==> src/rtl/hazard_controller.sv <==
// Pipeline hazard controller: load-use stall, taken-branch flush and a multi-cycle
// MDU wait with timeout, plus saturating stall/flush cycle counters.
module hazard_controller #(
    parameter int MDU_TIMEOUT = 40,
    parameter int CNT_W       = 16
) (
    input  logic             clk,
    input  logic             rst_n,
    input  logic             MemRead_id_ex,
    input  logic [4:0]       Rt_id_ex,
    input  logic [4:0]       Rs_if_id,
    input  logic [4:0]       Rt_if_id,
    input  logic             uses_rt_if_id,
    input  logic             branch_taken_ex,
    input  logic             mdu_start_id,
    input  logic             mdu_done,
    output logic             PCWrite,
    output logic             IFIDWrite,
    output logic             IFID_flush,
    output logic             IDEX_bubble,
    output logic             mdu_go,
    output logic             mdu_timeout,
    output logic [CNT_W-1:0] stall_cycles,
    output logic [CNT_W-1:0] flush_cycles
);

    // state      | meaning
    // S_RUN      | normal flow; branch flush, load-use detect, MDU launch
    // S_LU_STALL | second cycle of a load-use stall; lu is not re-evaluated
    // S_MDU_WAIT | pipeline frozen until mdu_done or the wait limit
    typedef enum logic [1:0] {
        S_RUN      = 2'd0,
        S_LU_STALL = 2'd1,
        S_MDU_WAIT = 2'd2
    } state_t;

    localparam int WAIT_W = (MDU_TIMEOUT > 1) ? $clog2(MDU_TIMEOUT) : 1;
    localparam logic [WAIT_W-1:0] WAIT_LAST = WAIT_W'(MDU_TIMEOUT - 1);

    state_t             r_state;
    state_t             w_next;
    logic [WAIT_W-1:0]  r_wait_cnt;
    logic               r_mdu_go;
    logic               r_mdu_timeout;
    logic [CNT_W-1:0]   r_stall_cnt;
    logic [CNT_W-1:0]   r_flush_cnt;
    logic               w_lu;
    logic               w_pc_write;
    logic               w_ifid_write;
    logic               w_ifid_flush;
    logic               w_idex_bubble;
    logic               w_tmo_hit;

    assign w_lu = MemRead_id_ex && (Rt_id_ex != 5'd0) &&
                  ((Rt_id_ex == Rs_if_id) || (uses_rt_if_id && (Rt_id_ex == Rt_if_id)));

    always_comb begin
        w_next        = r_state;
        w_pc_write    = 1'b1;
        w_ifid_write  = 1'b1;
        w_ifid_flush  = 1'b0;
        w_idex_bubble = 1'b0;
        w_tmo_hit     = 1'b0;
        case (r_state)
            S_RUN: begin
                if (branch_taken_ex) begin
                    w_ifid_flush  = 1'b1;
                    w_idex_bubble = 1'b1;
                    w_next        = S_RUN;
                end else if (w_lu) begin
                    w_pc_write    = 1'b0;
                    w_ifid_write  = 1'b0;
                    w_idex_bubble = 1'b1;
                    w_next        = S_LU_STALL;
                end else if (mdu_start_id) begin
                    w_next = S_MDU_WAIT;
                end
            end
            S_LU_STALL: begin
                w_next = S_RUN;
                if (branch_taken_ex) begin
                    w_ifid_flush  = 1'b1;
                    w_idex_bubble = 1'b1;
                end else if (mdu_start_id) begin
                    w_next = S_MDU_WAIT;
                end
            end
            S_MDU_WAIT: begin
                if (mdu_done) begin
                    w_next = S_RUN;
                end else if (r_wait_cnt == WAIT_LAST) begin
                    w_next    = S_RUN;
                    w_tmo_hit = 1'b1;
                end else begin
                    w_pc_write    = 1'b0;
                    w_ifid_write  = 1'b0;
                    w_idex_bubble = 1'b1;
                end
            end
            default: w_next = S_RUN;
        endcase
        // Reset holds the front end frozen with a bubble, independent of state
        if (!rst_n) begin
            w_pc_write    = 1'b0;
            w_ifid_write  = 1'b0;
            w_ifid_flush  = 1'b0;
            w_idex_bubble = 1'b1;
        end
    end

    always_ff @(posedge clk or negedge rst_n) begin
        if (!rst_n) begin
            r_state       <= S_RUN;
            r_wait_cnt    <= '0;
            r_mdu_go      <= 1'b0;
            r_mdu_timeout <= 1'b0;
            r_stall_cnt   <= '0;
            r_flush_cnt   <= '0;
        end else begin
            r_state  <= w_next;
            r_mdu_go <= (w_next == S_MDU_WAIT) && (r_state != S_MDU_WAIT);
            if ((w_next == S_MDU_WAIT) && (r_state == S_MDU_WAIT)) begin
                r_wait_cnt <= r_wait_cnt + 1'b1;
            end else begin
                r_wait_cnt <= '0;
            end
            if (w_tmo_hit) begin
                r_mdu_timeout <= 1'b1;
            end
            if (!w_pc_write && (r_stall_cnt != {CNT_W{1'b1}})) begin
                r_stall_cnt <= r_stall_cnt + 1'b1;
            end
            if (w_ifid_flush && (r_flush_cnt != {CNT_W{1'b1}})) begin
                r_flush_cnt <= r_flush_cnt + 1'b1;
            end
        end
    end

    assign PCWrite      = w_pc_write;
    assign IFIDWrite    = w_ifid_write;
    assign IFID_flush   = w_ifid_flush;
    assign IDEX_bubble  = w_idex_bubble;
    assign mdu_go       = r_mdu_go;
    assign mdu_timeout  = r_mdu_timeout;
    assign stall_cycles = r_stall_cnt;
    assign flush_cycles = r_flush_cnt;

endmodule

==> config.mk <==
export PLATFORM = sky130hd
export DESIGN_NAME = hazard_controller
export DESIGN_NICKNAME = d
export VERILOG_FILES = /design/src/rtl/hazard_controller.sv
export SDC_FILE = /design/constraint.sdc
export NUM_CORES = 1
export LEC_CHECK = 0
export ABC_CLOCK_PERIOD_IN_PS = 3000
export CELL_PAD_IN_SITES_DETAIL_PLACEMENT = 0
export CELL_PAD_IN_SITES_GLOBAL_PLACEMENT = 1
export CORE_MARGIN = 5
export CORE_UTILIZATION = 32
export CTS_BUF_LIST = sky130_fd_sc_hd__clkbuf_4 sky130_fd_sc_hd__clkbuf_8
export DETAILED_ROUTE_END_ITERATION = 6
export PLACE_DENSITY = 0.82
export SYNTH_ARGS = -nofsm -noshare
export SYNTH_HDL_FRONTEND = slang
export SYNTH_SLANG_ARGS = --single-unit
==> constraint.sdc <==
create_clock -name clk -period 3 [get_ports clk]
set_clock_uncertainty 0.15 [all_clocks]
set_input_delay 0.6 -clock clk [delete_from_list [all_inputs] [get_ports clk]]
set_output_delay 0.6 -clock clk [all_outputs]
set_load 0.02 [all_outputs]
==> summary.md, run 1 <==
| Metric | Value |
|---|---|
| Outcome | `complete, no violations` |
| Overall Global Routing Usage | `0.1123` |
| Layout Nets | `291` |
| Drt via density | `4.743` |
| Worst R2R Setup Slack | `0.59 ns` |
| DR iter-0 viols | `40` |
| Longest Clk Path Bufs | `2` |
| DIE AREA | `8281 sq um` |
| Total power | `between 1.5 and 2 mW` |
| FF-to-FF path depth | `6` |
| Reg2reg start | `stall_cycles[7]$_DFFE_PN0P_` |
| Via Count | `1627` |
| Avg Synthesized Cell Area | `10.88 sq um` |
| Detailed placement HPWL | `3486 um` |
| Number of global-route vias before repair | `1691` |
| Number of synthesized register bits | `42` |
| Slew at the pin with the worst max-slew slack | `about 0.64 ns` |
| H-tree Lvls | `2` |
| Layout cells sized above 1 | `0.1241` |
| Worst hold path class | `primary input to async pin` |
| Crit-path max cell delay | `0.53 ns` |
| DRC | `0` |
| Initial antenna violation count | `0` |
| Die Y | `between 90 and 100 um` |
| Fin. max-slew vios | `0` |
| Max-cap viol count | `0` |
| CTS sink cnt | `42` |
| Power density over the cells | `approximately 640 nW/um^2` |
| Row count | `29` |
| Total CTS buffers | `5` |
| DR WL/cell | `13.28 um` |
| Slew margin rel. | `0.5738` |
| Port buffer count | `approximately 60` |
| RSZ-0062 raised after global routing | `no` |
| CP Data Required Time | `2.25 ns` |
| Dpl cell area | `2836 sq um` |
| Warnings from Yosys | `0` |
| Largest net degree at the start of global routing | `35` |
| Pleak | `1.253 nW` |
| N_diodes | `0` |
| Register area share after synthesis | `0.5006` |
| Router iterations before antenna repair | `4` |
| DRT antenna net count | `0` |
| Crit path launch type | `primary input` |
| Die X | `91 um` |
| Yosys cell types | `35` |
| Placer Congestion | `0.7159` |
| IO Pins | `60` |
| Fin crit share | `0.9644` |
| Crit-path leading delay family | `simple AND/OR/NAND/NOR gates` |
| Worst path slowest cell | `or4_1` |
| Final cell count without fillers | `~340` |
| Placed Instances | `~340` |
| Synthesized area | `between 2000 and 2500 sq um` |
| Cell count after synthesis | `approximately 190` |
| Setup CP Type | `primary input to primary output` |
| Area Growth Syn to Fin | `40.35%` |
| F_max | `345.6 MHz` |
| Postcts setup bufs | `0` |
| Final setup viols | `0` |
| Finished Cell Area | `just under 3000 sq um` |
| Critical path capture point type | `primary output` |
| Post-Route WL | `around 4600 um` |
| Min Tclk post-route | `2.893 ns` |
| Total global routing overflow | `0` |
| Core area | `6350 sq um` |
| Post-layout util | `0.4640` |
| Worst hold slack | `0.03155 ns` |
| Buf/Inv on CP | `2` |
| Clock latency on the worst-skew pair | `0.29 ns` |
| Initial Util | `0.3306` |
| Worst-path fanout max | `3` |
| R2r endpoint | `stall_cycles[1]$_DFFE_PN0P_` |
| CTS clk-pin slew, worst paths | `0.08 ns` |
| CTS tree | `built` |
| Global-route wire length before repair | `7741 um` |
| Synth Net Count | `218` |
| Worst EP arrival | `about 2.1 ns` |
| Root Driver | `clkbuf_8` |
| Final hold violation count | `0` |
| Worst path cell trace | `clkdlybuf4s50_1, or4_1, nor2_2, nor3b_2, a21oi_1, o21bai_1, buf_2` |
| Maximum VDD drop | `388.5 uV` |
==> state kept, by name (all words and copies together), names as in the netlist <==
register,cells
flush_cycles,16
mdu_go,1
mdu_timeout,1
r_state,2
r_wait_cnt,6
stall_cycles,16
==> cell families (layout without fill, tap and decap cells) <==
logic type	Yosys count	count (layout)	synth area share
buf+inv	8	81	0.02026
fa+ha+maj	3	3	0.01788
mux	2	2	0.01073
compound gates	6	6	0.03277
xor+xnor	44	44	0.1836
flops	42	42	0.5006
simple gates	88	88	0.2342
==> cells in the final DEF, fill, tap and decap left out, types with 6 or more instances in the layout <==
cell type        count
and3_1               7
buf_4               13
clkbuf_8             6
clkdlybuf4s50_1     55
dfrtp_1             42
nand2_1             19
nand3_1              9
nand4_1              8
nor2_1              17
nor3_1              10
xnor2_1             24
xor2_1              20
==> Yosys cell counts, drive strengths merged <==
library cell | instances | share of area
nor3b | 2 | 0.0095
nor4 | 3 | 0.019
o22ai | 1 | 0.0030
or3b | 1 | 0.0054
nor3 | 10 | 0.024
and4 | 1 | 0.0042
or4 | 1 | 0.0036
nand4 | 8 | 0.024
nor4b | 4 | 0.017
inv | 4 | 0.0071
and2 | 1 | 0.0030
and3 | 7 | 0.021
nor2 | 18 | 0.032
o21bai | 2 | 0.0071
dfrtp | 42 | 0.50
buf | 3 | 0.011
or4b | 1 | 0.0048
nand3 | 9 | 0.021
nand3b | 1 | 0.0036
ha | 3 | 0.018
mux2 | 2 | 0.011
xnor2 | 24 | 0.10
a21oi | 1 | 0.0024
nand2 | 20 | 0.039
a41o | 1 | 0.010
a31oi | 1 | 0.010
clkbuf | 1 | 0.0018
or2 | 1 | 0.0030
xor2 | 20 | 0.083
==> worst max-delay path by stage <==
stage,from,endpoint,slack [ns],depth (start not counted)
final,Rt_id_ex[2],IDEX_bubble,0.11,7
after global routing,Rt_id_ex[1],IDEX_bubble,0.03,7
after CTS,Rt_id_ex[2],IFIDWrite,0.02,6
after detailed placement,Rt_id_ex[2],IFIDWrite,-0.42,6
after global placement,Rt_id_ex[1],IFIDWrite,-0.38,6
after floorplan,Rt_id_ex[1],PCWrite,0.35,6
==> stage by stage <==
step | setup TNS (ns) | setup slack [ns]
CTS | 0 | 0.01681
floorplan | 0 | 0.3514
global placement | -1.071 | -0.3767
global route | 0 | 0.02578
detailed placement | -1.171 | -0.4153
finish | 0 | 0.1067
==> where the power goes <==
part | leakage [nW] | internal (mW) | switching (mW)
sequential | 0.540 | 0.675 | 0.130
combinational | 0.655 | 0.326 | 0.305
clock | 0.0573 | 0.266 | 0.190
==> cell type report <==
class                   count  area, sq um
clock buffers               6        82.58
inverters                   4        15.01
fillers                   604         3403
flip-flops and latches     42         1051
well taps                  77        96.34
multi-input cells         143         1013
repair buffers             70        658.1
clock inverters             1        30.03
==> timing repair <==
action,4_1_cts,5_1_grt
pin swaps,1,1
resized for setup,14,2
cloned,0,0
hold buffers,0,0
endpoints found under the setup margin,3,2
==> layer usage <==
metal / GRT usage / wire, um
met1: 0.1349 / 2008
met2: 0.1839 / 2114
met3: 0.04215 / 359
met4: 0.04034 / 72
met5: 0 / 0
Power figures use the tool's default switching activity.
==> run 2, diff against run 1 <==
- CAP_MARGIN: unset -> 25
==> results of run 2 <==
The final DEF is identical to that of run 1; final timing and power are the same.
==> run 3, diff against run 2 <==
--- a/config.mk
+++ b/config.mk
@@ -6,5 +6,5 @@
 export NUM_CORES = 1
 export LEC_CHECK = 0
-export ABC_CLOCK_PERIOD_IN_PS = 3000
+export ABC_CLOCK_PERIOD_IN_PS = 3080
 export CAP_MARGIN = 25
 export CELL_PAD_IN_SITES_DETAIL_PLACEMENT = 0
==> constraint.sdc (replaced) <==
create_clock -name clk -period 3.08 [get_ports clk]
set_clock_uncertainty 0.15 [all_clocks]
set_input_delay 0.924 -clock clk [delete_from_list [all_inputs] [get_ports clk]]
set_output_delay 0.924 -clock clk [all_outputs]
set_load 0.02 [all_outputs]
==> run 3 against run 2 <==
The flow now finishes with violations (setup timing); first-iteration DRC count grew 45%; total power is 6.3% lower; register-to-register slack improved by 0.10 ns; worst hold slack improved by 0.27 ns; sequential power fell by 2.5%; largest cell class unchanged; wire length is 3.8% higher.
==> summary.md, run 3 (synthesis results as in run 1) <==
| Metric | Value |
|---|---|
| H-tree Lvls | `2 (unchanged)` |
| Outcome | `finished, violations left` |
| CTS clk-pin slew, worst paths | `0.08 ns (about the same)` |
| CP Data Required Time | `2.01 ns (-0.24 ns)` |
| Fillers | `592 (-2.0%)` |
| Total CTS buffers | `5 (unchanged)` |
| Total global routing overflow | `0 (unchanged)` |
| Number of global-route vias before repair | `1683 (-0.47%)` |
| Final setup viols | `3 (+3)` |
| DRC | `0 (unchanged)` |
| N_diodes | `0 (unchanged)` |
| IO Pins | `60 (unchanged)` |
| Min Tclk post-route | `3.192 ns` |
| Setup WS post-layout | `-0.1120 ns (-0.2187 ns)` |
| Fin. max-slew vios | `0 (unchanged)` |
| Final hold violation count | `0 (unchanged)` |
| Power density over the cells | `591.7 nW/um^2 (-7.9%)` |
| Met3 Use GR | `0.03554 (-0.006612)` |
| Largest net degree at the start of global routing | `29 (-17%)` |
| Critical path capture point type | `primary output` |
| Slew margin rel. | `0.5751 (+0.001361)` |
| Placer Congestion | `0.7753 (+8.3%)` |
| DR iter-0 viols | `58 (+45%)` |
| Switch Pwr | `0.6324 mW (+1.0%)` |
| Met1 Use GR | `0.1469 (+0.01195)` |
| DIE AREA | `8281 sq um (unchanged)` |
| Overall Global Routing Usage | `0.1135 (+0.001193)` |
| Initial Util | `0.3306 (unchanged)` |
| F_max | `313.3 MHz` |
| Setup CP Type | `primary input to primary output` |
| WHS Path Cells | `1` |
| Via Count | `1648 (+1.3%)` |
| CTS tree | `built` |
| CTS sink cnt | `42 (unchanged)` |
| Core area | `6350 sq um (unchanged)` |
| Finished Cell Area | `2997 sq um (+1.7%)` |
| Worst EP arrival | `2.12 ns (-0.02 ns)` |
| Total power | `1.773 mW (-6.3%)` |
| Worst-path fanout max | `4 (+1)` |
| Clock latency on the worst-skew pair | `0.29 ns (about the same)` |
| Die Y | `91 um (unchanged)` |
| Post-CTS Hold Buffers | `0 (unchanged)` |
| Area Growth Syn to Fin | `42.73%` |
| Port buffer count | `59 (unchanged)` |
| Crit path launch type | `primary input` |
| RSZ-0062 raised after global routing | `yes` |
| Clock power frac | `0.202 (-0.039)` |
| GRT Max-Usage Layer | `met2` |
| Maximum VDD drop | `452.4 uV (+16%)` |
| DR WL/cell | `13.43 um (+1.1%)` |
| DRT antenna net count | `0 (unchanged)` |
| Die X | `91 um (unchanged)` |
| Detailed placement HPWL | `3571 um (+2.4%)` |
| Slew at the pin with the worst max-slew slack | `0.6373 ns (-0.002041 ns)` |
| Initial antenna violation count | `0 (unchanged)` |
| Longest Clk Path Bufs | `2 (unchanged)` |
| Met2 Use GR | `0.1797 (-0.004207)` |
| Row count | `29 (unchanged)` |
| Fin crit share | `1.036` |
| Post-Route WL | `4726 um (+3.8%)` |
| Root Driver | `clkbuf_8` |
| Net Sw Frac | `0.3567 (+0.02596)` |
| Worst hold slack | `0.3050 ns (+0.2735 ns)` |
| Commonest cells after routing, fill and taps aside | `dfrtp_1, clkdlybuf4s50_1, xnor2_1` |
| Drt via density | `4.682 (-1.3%)` |
| Layout cells sized above 1 | `0.1891 (+0.06503)` |
| Internal | `1.141 mW (-10%)` |
| Commonest non-fill, non-tap cell in the layout | `dfrtp_1` |
| Comb power frac | `0.355 (+0.022)` |
| Failing checks | `setup timing` |
| Worst hold path class | `register to register` |
| Layout Nets | `299 (+2.7%)` |
| FF-to-FF path depth | `8 (+2)` |
| Pleak | `1.316 nW (+5.0%)` |
| Dpl cell area | `2897 sq um (+2.1%)` |
| Flop pwr share | `0.443 (+0.018)` |
| Max-cap viol count | `0 (unchanged)` |
| Router iterations before antenna repair | `4 (unchanged)` |
| Global-route wire length before repair | `7776 um (+0.45%)` |
-- run 3: power by group through the flow --
stage                     Combinational [mW]  Clock (mW)  Sequential [mW]
after floorplan                        0.198           0            0.900
after global placement                 0.628           0            0.794
after detailed placement               0.638           0            0.795
after CTS                              0.635       0.370            0.786
after global routing                   0.677       0.392            0.804
final                                  0.629       0.358            0.785
-- run 3: cell type report --
| cell class | instances | area, sq um | share of cell area |
|---|---|---|---|
| Clock buffer | 5 | 68.82 | 0.02296 |
| Clock inverter | 3 | 21.27 | 0.007098 |
| Inverter | 4 | 15.01 | 0.005010 |
| Multi-Input combinational cell | 143 | 1044 | 0.3482 |
| Sequential cell | 42 | 1051 | 0.3507 |
| Tap cell | 77 | 96.34 | 0.03215 |
| Timing Repair Buffer | 78 | 700.7 | 0.2338 |
-- run 3: path summary, 6_finish.rpt --
check                                            start                            to  slack (ns)
hold / removal                 r_wait_cnt[0]$_DFF_PN0_       r_wait_cnt[0]$_DFF_PN0_        0.31
setup reg to reg           stall_cycles[0]$_DFFE_PN0P_   stall_cycles[0]$_DFFE_PN0P_        0.69
setup / recovery                           Rt_id_ex[4]                     IFIDWrite       -0.11
max in group asynchronous                        rst_n  flush_cycles[11]$_DFFE_PN0P_        1.95
min in group asynchronous                        rst_n          r_state[0]$_DFF_PN0_        0.50
hold reg to reg                r_wait_cnt[0]$_DFF_PN0_       r_wait_cnt[0]$_DFF_PN0_        0.31
-- run 3: repair_timing --
action,in CTS,in global routing
endpoints found under the setup margin,4,3
resized for setup,51,10
pin swaps,17,8
setup buffers,0,0
gates cloned,0,0
-- run 3: stage by stage --
step	std cells	utilization	setup slack [ns]	setup TNS, ns
after CTS	352	0.4680	-0.1601	-0.4414
after detailed placement	344	0.4562	-0.9658	-4.187
after floorplan	193	-	-0.1762	-0.2206
after global placement	344	0.4562	-0.9711	-3.909
after global routing	352	0.4719	-0.1939	-0.5333
final	352	0.4719	-0.1120	-0.3284
-- run 3: routing by layer --
layer	part of all wire	wire [um]
met4	0.017	82
met5	0	0
met3	0.049	233
met1	0.45	2124
met2	0.48	2285
-- run 3: worst max-delay path: stages --
cell and delay (ns):
buf_6 0.09, or4_4 0.54, nor2_4 0.10, nor3b_2 0.07, a31oi_4 0.23, buf_6 0.16
